### config.mk
export PLATFORM = sky130hd
export DESIGN_NAME = head_position_tracker_flat
export DESIGN_NICKNAME = d
export VERILOG_FILES = /design/src/rtl/floppy_pkg.sv /design/src/rtl/head_position_tracker_if.sv /design/src/rtl/coil_step_decode.sv /design/src/rtl/head_position_tracker.sv /design/src/flat_wrapper.sv
export SDC_FILE = /design/constraint.sdc
export NUM_CORES = 1
export LEC_CHECK = 0
export ABC_AREA = 1
export BUFFER_PORTS_ARGS = -buffer_cell sky130_fd_sc_hd__buf_2
export CORE_MARGIN = 1
export CORE_UTILIZATION = 25
export CTS_BUF_LIST = sky130_fd_sc_hd__clkbuf_4 sky130_fd_sc_hd__clkbuf_8
export CTS_CLUSTER_SIZE = 28
export DETAILED_ROUTE_END_ITERATION = 6
export PLACE_DENSITY = 0.44
export SETUP_SLACK_MARGIN = 0.1
export SLEW_MARGIN = 0
export SYNTH_ARGS = -nofsm -noshare
export SYNTH_HDL_FRONTEND = slang
export SYNTH_SLANG_ARGS = --single-unit
### constraint.sdc
create_clock -name clk -period 5.8 [get_ports clk]
set_input_delay 1.16 -clock clk [delete_from_list [all_inputs] [get_ports clk]]
set_output_delay 1.16 -clock clk [all_outputs]
set_load 0.01 [all_outputs]
### src/rtl/floppy_pkg.sv
// floppy_pkg: shared definitions for the emulated floppy drive head path.
//   COIL_PH0..COIL_PH3 : one-hot stepper coil phases, inward order
//   step_kind_e        : decoded step classification per cycle
//   MAX_TRACK_DEFAULT  : default highest reachable track
package floppy_pkg;

   localparam logic [3:0] COIL_PH0 = 4'b0001;
   localparam logic [3:0] COIL_PH1 = 4'b0010;
   localparam logic [3:0] COIL_PH2 = 4'b0100;
   localparam logic [3:0] COIL_PH3 = 4'b1000;

   typedef enum logic [1:0] {
      STEP_NONE,
      STEP_IN,
      STEP_OUT,
      STEP_BAD
   } step_kind_e;

   localparam int unsigned MAX_TRACK_DEFAULT = 79;

endpackage

### src/rtl/head_position_tracker_if.sv
// head_position_tracker_if: coil input and head status outputs of the tracker.
//   coils      : one-hot coil phase from the stepper driver
//   track      : current whole-track position
//   tr0        : head at track 0, sub-step 0
//   step_event : one-cycle pulse per accepted step
//   step_dir   : direction of last accepted step (0 inward, 1 outward)
//   limit_hit  : one-cycle pulse when a step is rejected at a bound
//   settled    : no step in the last SETTLE_CYCLES cycles
//   fault      : sticky illegal-pattern / phase-jump flag
// master = driver/consumer side, slave = tracker side.
interface head_position_tracker_if #(
   parameter int unsigned TRACK_W = 7
) ();

   logic [3:0]         coils;
   logic [TRACK_W-1:0] track;
   logic               tr0;
   logic               step_event;
   logic               step_dir;
   logic               limit_hit;
   logic               settled;
   logic               fault;

   modport master (
      output coils,
      input  track, tr0, step_event, step_dir, limit_hit, settled, fault
   );

   modport slave (
      input  coils,
      output track, tr0, step_event, step_dir, limit_hit, settled, fault
   );

endinterface

### src/rtl/coil_step_decode.sv
// coil_step_decode: combinational classification of a coil phase change.
//   prev_i : last legal one-hot phase
//   coils_i: current coil pattern
//   kind_o : STEP_NONE (equal), STEP_IN (next phase), STEP_OUT (previous phase),
//            STEP_BAD (non-one-hot or opposite phase)
module coil_step_decode
   import floppy_pkg::*;
(
   input  logic [3:0] prev_i,
   input  logic [3:0] coils_i,
   output step_kind_e kind_o
);

   always_comb begin
      kind_o = STEP_BAD;
      if (!$onehot(coils_i)) begin
         kind_o = STEP_BAD;
      end else if (coils_i == prev_i) begin
         kind_o = STEP_NONE;
      end else if (coils_i == {prev_i[2:0], prev_i[3]}) begin
         kind_o = STEP_IN;
      end else if (coils_i == {prev_i[0], prev_i[3:1]}) begin
         kind_o = STEP_OUT;
      end else begin
         // Only the opposite phase remains: a two-phase jump.
         kind_o = STEP_BAD;
      end
   end

endmodule

### src/rtl/head_position_tracker.sv
// head_position_tracker: virtual head position of the emulated floppy drive.
//   clk : system clock
//   rst : synchronous reset, active-low
//   bus : head_position_tracker_if slave (coils in; track, tr0, step_event,
//         step_dir, limit_hit, settled, fault out)
// Coil phase advances move a fine position (track*STEPS_PER_TRACK + substep)
// that saturates at 0 and MAX_TRACK*STEPS_PER_TRACK. Outputs update one edge
// after the coils change.
module head_position_tracker
   import floppy_pkg::*;
#(
   parameter int unsigned STEPS_PER_TRACK = 1,
   parameter int unsigned MAX_TRACK       = MAX_TRACK_DEFAULT,
   parameter int unsigned SETTLE_CYCLES   = 1000,
   parameter int unsigned TRACK_W         = 7
) (
   input logic                  clk,
   input logic                  rst,
   head_position_tracker_if.slave bus
);

   localparam int unsigned CntW = $clog2(SETTLE_CYCLES + 1);

   localparam logic [1:0]         SubMax     = 2'(STEPS_PER_TRACK - 1);
   localparam logic [TRACK_W-1:0] TrackMax   = TRACK_W'(MAX_TRACK);
   localparam logic [CntW-1:0]    SettleLoad = CntW'(SETTLE_CYCLES);

   logic [3:0]         prev_d, prev_q;
   logic [1:0]         substep_d, substep_q;
   logic [TRACK_W-1:0] track_d, track_q;
   logic [CntW-1:0]    settle_cnt_d, settle_cnt_q;
   logic               fault_d, fault_q;
   logic               step_dir_d, step_dir_q;
   logic               step_event_d, step_event_q;
   logic               limit_hit_d, limit_hit_q;

   step_kind_e kind;
   logic       at_floor;
   logic       at_ceiling;

   coil_step_decode u_decode (
      .prev_i (prev_q),
      .coils_i(bus.coils),
      .kind_o (kind)
   );

   assign at_floor   = (track_q == '0) && (substep_q == 2'd0);
   assign at_ceiling = (track_q == TrackMax) && (substep_q == 2'd0);

   always_comb begin
      prev_d       = prev_q;
      substep_d    = substep_q;
      track_d      = track_q;
      fault_d      = fault_q;
      step_dir_d   = step_dir_q;
      step_event_d = 1'b0;
      limit_hit_d  = 1'b0;
      settle_cnt_d = (settle_cnt_q != '0) ? settle_cnt_q - CntW'(1) : settle_cnt_q;

      // Opposite-phase jumps still resynchronise the decoder.
      if ($onehot(bus.coils)) begin
         prev_d = bus.coils;
      end

      unique case (kind)
         STEP_IN: begin
            if (at_ceiling) begin
               limit_hit_d = 1'b1;
            end else begin
               step_event_d = 1'b1;
               step_dir_d   = 1'b0;
               settle_cnt_d = SettleLoad;
               if (substep_q == SubMax) begin
                  substep_d = 2'd0;
                  track_d   = track_q + TRACK_W'(1);
               end else begin
                  substep_d = substep_q + 2'd1;
               end
            end
         end
         STEP_OUT: begin
            if (at_floor) begin
               limit_hit_d = 1'b1;
            end else begin
               step_event_d = 1'b1;
               step_dir_d   = 1'b1;
               settle_cnt_d = SettleLoad;
               if (substep_q == 2'd0) begin
                  substep_d = SubMax;
                  track_d   = track_q - TRACK_W'(1);
               end else begin
                  substep_d = substep_q - 2'd1;
               end
            end
         end
         STEP_BAD: begin
            fault_d = 1'b1;
         end
         default: ;
      endcase
   end

   always_ff @(posedge clk) begin
      if (!rst) begin
         prev_q       <= COIL_PH0;
         substep_q    <= 2'd0;
         track_q      <= '0;
         settle_cnt_q <= '0;
         fault_q      <= 1'b0;
         step_dir_q   <= 1'b0;
         step_event_q <= 1'b0;
         limit_hit_q  <= 1'b0;
      end else begin
         prev_q       <= prev_d;
         substep_q    <= substep_d;
         track_q      <= track_d;
         settle_cnt_q <= settle_cnt_d;
         fault_q      <= fault_d;
         step_dir_q   <= step_dir_d;
         step_event_q <= step_event_d;
         limit_hit_q  <= limit_hit_d;
      end
   end

   assign bus.track      = track_q;
   assign bus.tr0        = at_floor;
   assign bus.step_event = step_event_q;
   assign bus.step_dir   = step_dir_q;
   assign bus.limit_hit  = limit_hit_q;
   assign bus.settled    = (settle_cnt_q == '0);
   assign bus.fault      = fault_q;

endmodule

### src/flat_wrapper.sv
// flat-port wrapper written by rule: the top's interface ports become plain ports
module head_position_tracker_flat import floppy_pkg::*;
#(
   parameter int unsigned STEPS_PER_TRACK = 1,
   parameter int unsigned MAX_TRACK       = MAX_TRACK_DEFAULT,
   parameter int unsigned SETTLE_CYCLES   = 1000,
   parameter int unsigned TRACK_W         = 7
)
  (clk, rst, bus_coils, bus_track, bus_tr0, bus_step_event, bus_step_dir, bus_limit_hit, bus_settled, bus_fault);
  head_position_tracker_if #(.TRACK_W(TRACK_W)) bus_i ();
  input logic clk;
  input logic rst;
  input wire logic [$bits(bus_i.coils)-1:0] bus_coils;
  output wire logic [$bits(bus_i.track)-1:0] bus_track;
  output wire logic [$bits(bus_i.tr0)-1:0] bus_tr0;
  output wire logic [$bits(bus_i.step_event)-1:0] bus_step_event;
  output wire logic [$bits(bus_i.step_dir)-1:0] bus_step_dir;
  output wire logic [$bits(bus_i.limit_hit)-1:0] bus_limit_hit;
  output wire logic [$bits(bus_i.settled)-1:0] bus_settled;
  output wire logic [$bits(bus_i.fault)-1:0] bus_fault;
  assign bus_i.coils = bus_coils;
  assign bus_track = bus_i.track;
  assign bus_tr0 = bus_i.tr0;
  assign bus_step_event = bus_i.step_event;
  assign bus_step_dir = bus_i.step_dir;
  assign bus_limit_hit = bus_i.limit_hit;
  assign bus_settled = bus_i.settled;
  assign bus_fault = bus_i.fault;
  head_position_tracker #(.STEPS_PER_TRACK(STEPS_PER_TRACK), .MAX_TRACK(MAX_TRACK), .SETTLE_CYCLES(SETTLE_CYCLES), .TRACK_W(TRACK_W)) u_core (.clk(clk), .rst(rst), .bus(bus_i));
endmodule
* Word-level counts from Yosys, hierarchy flattened
Cells that the tools add are included.
Word-level totals: bits in registers 27, bits of input ports 6, output and inout bits 13, word-level logic and storage cells 64
Operators by class: $add $sub $neg 8, eq/ne operators 12, muxes and demuxes 27, reductions and logical operators 9
Operator list (count):
- two-way mux 10 bit | 3
- two-way mux 7 bit | 4
- one-hot mux 10 bit (2 select lines) | 1
- two-way mux 2 bit | 7
- one-hot mux 7 bit (2 select lines) | 1
- == test 4 bit | 3
- logical NOT 10 bit | 1
- nonzero test 10 bit | 1
- subtractor 10 x 1 -> 10 bit (second input constant) | 1
- adder 7 x 1 -> 7 bit (second input constant) | 1
- == test 7 bit (second input constant) | 1
- logical NOT 7 bit | 1
- two-way mux 1 bit | 7
- subtractor 7 x 1 -> 7 bit (second input constant) | 1
- one-hot mux 1 bit (2 select lines) | 3
- AND reduction 5 bit | 1
- adder 1 x 1 -> 2 bit | 2
- == test 2 bit (second input constant) | 2
- inequality test 2 x 1 -> 1 bit (second input constant) | 2
- inequality test 2 bit (second input constant) | 2
- one-hot mux 2 bit (2 select lines) | 1
- adder 3 bit | 1
- == test 3 x 1 -> 1 bit (second input constant) | 1
- AND reduction 3 bit | 1
- other kinds (6) | 7

* Logic depth before layout (Yosys ltp)
depth in word-level cells 8, mapped depth 17, depth with buffers taken out 17

* Hierarchy
A second synthesis with hierarchy kept.
Unflattened totals: cell total of the unflattened synthesis 289, area, all modules 1944.4 sq um
By module, submodules not included:
- head_position_tracker | instances 1, cells each 241, area an instance 1686.6 sq um, sequential area each 540.5 sq um
- coil_step_decode | instances 1, cells each 48, area an instance 257.7 sq um, sequential area each 0.0 sq um

* Least setup slack after synthesis
No wires, ideal clock.
path type input port to flip-flop, start point input bus_coils[0], end point register u_core.track_q[5], in the netlist u_core.bus.track[5], setup time 0.114 ns, data arrival time 3.835 ns, data required time 5.686 ns, slack 1.850 ns, cell stages on the path 15, buffers on the path 0, cells stage by stage ha_1 > ha_1 > fa_1 > nor2_1 > nand2_1 > inv_1 > nand2_1 > ha_1 > ha_1 > a21oi_1 > or2_2 > nand3_1 > nand2_1 > a21oi_1 > nor2_1
On the way: word-level cells in the longest chain between the ends 8, elaborated cells between the ends (all ways) 19, classes of those cells add/sub: 2; eq/ne: 10; mux: 5; reduce/logical: 2
Ends and longest elaborated chain:
- start, declared | line flat_wrapper.sv:13 | input wire logic [$bits(bus_i.coils)-1:0] bus_coils;
- branches (longest 4 deep; another with adder 3 bit)
- two-way mux 2 bit (*) | line coil_step_decode.sv:16 | if (!$onehot(coils_i)) begin
- == test 2 bit / == test 2 x 1 -> 1 bit (equally long branches) | line head_position_tracker.sv:65 | unique case (kind)
- inequality test 2 x 1 -> 1 bit (no line) (tied with other cells)
- AND reduction 5 bit (no line)
- end signal, assigned | line head_position_tracker.sv:116 | track_q <= track_d;
- end, declared | line head_position_tracker.sv:30 | logic [TRACK_W-1:0] track_d, track_q;
Mark *: on every way between the ends. A chain may end at the register's enable or synchronous reset.

* Worst setup path in the final report
Ends and elaborated chain as after synthesis.

==> impl_metrics.env <==
export IMPL_critical_path_slowest_cell="ha_1"
export IMPL_min_period_over_period_pct=70.9
export IMPL_antenna_left=0
export IMPL_fmax_mhz=243
export IMPL_drt_total_wl_mm=3.65
export IMPL_holdWs_ps=460
export IMPL_final_common_cell="nand2_1"
export IMPL_cts_resized=0
export IMPL_worstSetupPathType="input pin to flip-flop"
export IMPL_worstReg2RegEnd="u_core.bus.track[5]"
export IMPL_cpPeakStageDelay_ps=470
export IMPL_io_pins=19
export IMPL_slew_headroom_pct=62.5
export IMPL_cts_tree="yes"
export IMPL_avgRoutedWirePerCell_um=10.3
export IMPL_grtUsageTotal_pct=10.9
export IMPL_synth_fp_nets=260
export IMPL_maxSlewViolCount=0
export IMPL_cts_buffers=3
export IMPL_clock_skew_ps=6.43
export IMPL_synthDistinctLibCells=28
export IMPL_gp_congestion=0.786
export IMPL_hpwl_mm=2.82
export IMPL_peakVddDrop_mv=0.143
export IMPL_synth_top_area_cell="dfxtp_1"
export IMPL_max_cap_viol_count=0
export IMPL_reg2regPathDepth=12
export IMPL_rsz0062_at_grt="false"
export IMPL_ys_ff_latch=27
export IMPL_finalHoldViolations=0
export IMPL_antenna_cells=0
export IMPL_grt_pass1_vias=1377
export IMPL_r2r_start="u_core.prev_q[2]"
export IMPL_timing_setup_tns_ps=0
export IMPL_status="complete, no violations"
export IMPL_fin_crit_ps=4110
export IMPL_drc=0
export IMPL_drive_gt1_share_pct=17.8
export IMPL_num_rows=30
export IMPL_startpoint="bus_coils[0]"
export IMPL_arrival_ps=4290
export IMPL_cp_end_kind="flip-flop"
export IMPL_r2r_slack_ps=3230
export IMPL_syn_cell_area_um2=1780
export IMPL_nFillCells=781
export IMPL_overflow=0
export IMPL_p_per_area_nw_per_um2=321
export IMPL_clk_pin_slew_ps=110
export IMPL_area_growth_pct=14.3
export IMPL_min_from="u_core.bus.step_dir"
export IMPL_antenna_found_initial=0
export IMPL_fp_dieH_um=86.4
export IMPL_vias=1466
export IMPL_postCtsSetupRepairBufs=0
export IMPL_portBuffers=18
export IMPL_cts_max_level=1
export IMPL_required_ps=5980
export IMPL_drt_first_pass_iters=4
export IMPL_crit_path_start_kind="input pin"
export IMPL_drt_iter0_drc=41
export IMPL_fp_dieW_um=86.4
export IMPL_crit_top_cell="ha_1"
export IMPL_via_per_inst=4.14
export IMPL_core_region_area_um2=6830
export IMPL_crit_path_max_fanout=12
export IMPL_synth_area_leaders="dfxtp_1, nand2_1, ha_1, xnor2_1, inv_1"
export IMPL_p_total_uw=652
export IMPL_root_buffer="clkbuf_8"
export IMPL_yosys_warnings=0
export IMPL_syn_area_per_cell_um2=7.51
export IMPL_worstMarginPinSlew_ps=562
export IMPL_design_die_area_um2=7460
export IMPL_clkLatencyLatePin_ps=280
export IMPL_synth_top_area_share_pct=30.4
export IMPL_hold_buffers=0
export IMPL_synthCells=237
export IMPL_setup_viol=0
export IMPL_cts_num_sinks=27
export IMPL_grt_pass1_wl_mm=6.50
export IMPL_worstPathCellList="buf_2 > ha_1 > ha_1 > fa_1 > nor2_1 > nand2_1 > inv_1 > nand2_1 > ha_1 > ha_1 > a21oi_1 > or2_2 > nand3_1 > nand2_1 > a21oi_1 > nor2_1"
export IMPL_yosysSeqAreaShare_pct=30.4
export IMPL_min_delay_worst_endpoint="u_core.bus.step_dir"
export IMPL_hold_depth=2
export IMPL_start_util_pct=26.0
export IMPL_clockBufferDepth=2
export IMPL_final_nets=282
export IMPL_grt_max_degree=17
export IMPL_worstHoldPathType="flip-flop to flip-flop"
export IMPL_layout_common_cells="nand2_1, dfxtp_1, inv_1"
export IMPL_p_leak_uw=0.000953
[power breakdown]
group / switching (uW) / internal, uW
Sequential: 27.7 / 219
Clock: 67.0 / 48.9
Combinational: 175 / 114
Total: 270 / 382
[area by class of cell]
type | count | area [um2] | share of cell area, %
clock inverters | 1 | 7.51 | 0.369
well taps | 96 | 120 | 5.90
inverters | 29 | 109 | 5.35
clock buffers | 3 | 41.3 | 2.03
repair buffers | 18 | 90.1 | 4.43
flip-flops and latches | 27 | 541 | 26.6
multi-input cells | 180 | 1130 | 55.4
[per-stage QoR]
stage | instance area, um2 | std cells | setup slack (ps) | util (%)
2_1_floorplan | 1780 | 237 | 1850 | -
3_5_place_dp | 1990 | 350 | 1350 | 29.1
3_3_place_gp | 1990 | 350 | 1440 | 29.1
4_1_cts | 2030 | 354 | 1680 | 29.8
5_1_grt | 2030 | 354 | 1340 | 29.8
6_report | 2030 | 354 | 1690 | 29.8
[state kept, by name, summed over array words and instances, names as in the netlist]
register / count
u_core.settle_cnt_q: 10
u_core.bus.track: 7
u_core.prev_q: 4
u_core.substep_q: 2
u_core.bus.fault: 1
u_core.bus.limit_hit: 1
u_core.bus.step_dir: 1
u_core.bus.step_event: 1
[Yosys cell counts, drive strengths merged]
cell,instances
nand3b,1
inv,29
xor2,9
or2,2
dfxtp,27
clkbuf,1
a21oi,16
nor3,4
o311ai,1
fa,2
nor2,26
nand2,58
nand4,9
ha,15
o21ai,10
xnor2,13
nand3,14
[worst max path at each step]
stage	end
6_report	u_core.bus.track[5]
5_1_grt	u_core.bus.track[5]
4_1_cts	u_core.bus.track[5]
3_5_place_dp	u_core.bus.track[5]
3_3_place_gp	u_core.bus.track[5]
2_1_floorplan	u_core.bus.track[5]
[logic make-up (layout without fill, tap and decap cells)]
| family | after synthesis | count (layout) | share of synthesized area (%) |
|---|---|---|---|
| AOI/OAI and AO/OA | 27 | 27 | 8.02 |
| xor gates and xnor gates | 22 | 22 | 10.8 |
| adders and majority gates | 17 | 17 | 12.8 |
| buffers and inverters | 30 | 51 | 6.33 |
| DFF | 27 | 27 | 30.4 |
| and+or+nand+nor | 114 | 114 | 31.6 |
[per-layer routing]
| layer | vias up | GRT usage (%) | wire [um] |
|---|---|---|---|
| met1 | 638 | 15.2 | 1920 |
| met3 | 4 | 1.81 | 119 |
| li1 | 809 | - | - |
| met2 | 15 | 17.5 | 1580 |
| met5 | - | 0 | 0 |
| met4 | 0 | 2.73 | 32 |
[critical path, delay by kind of cell]
kind | cells | cell delay, ps
adder cells (fa/ha/maj) | 5 | 1800
AND/OR/NAND/NOR | 7 | 810
AO/OA/AOI/OAI | 2 | 220
buffers and inverters | 2 | 320
Note: power is estimated with default switching activity, not from simulation.
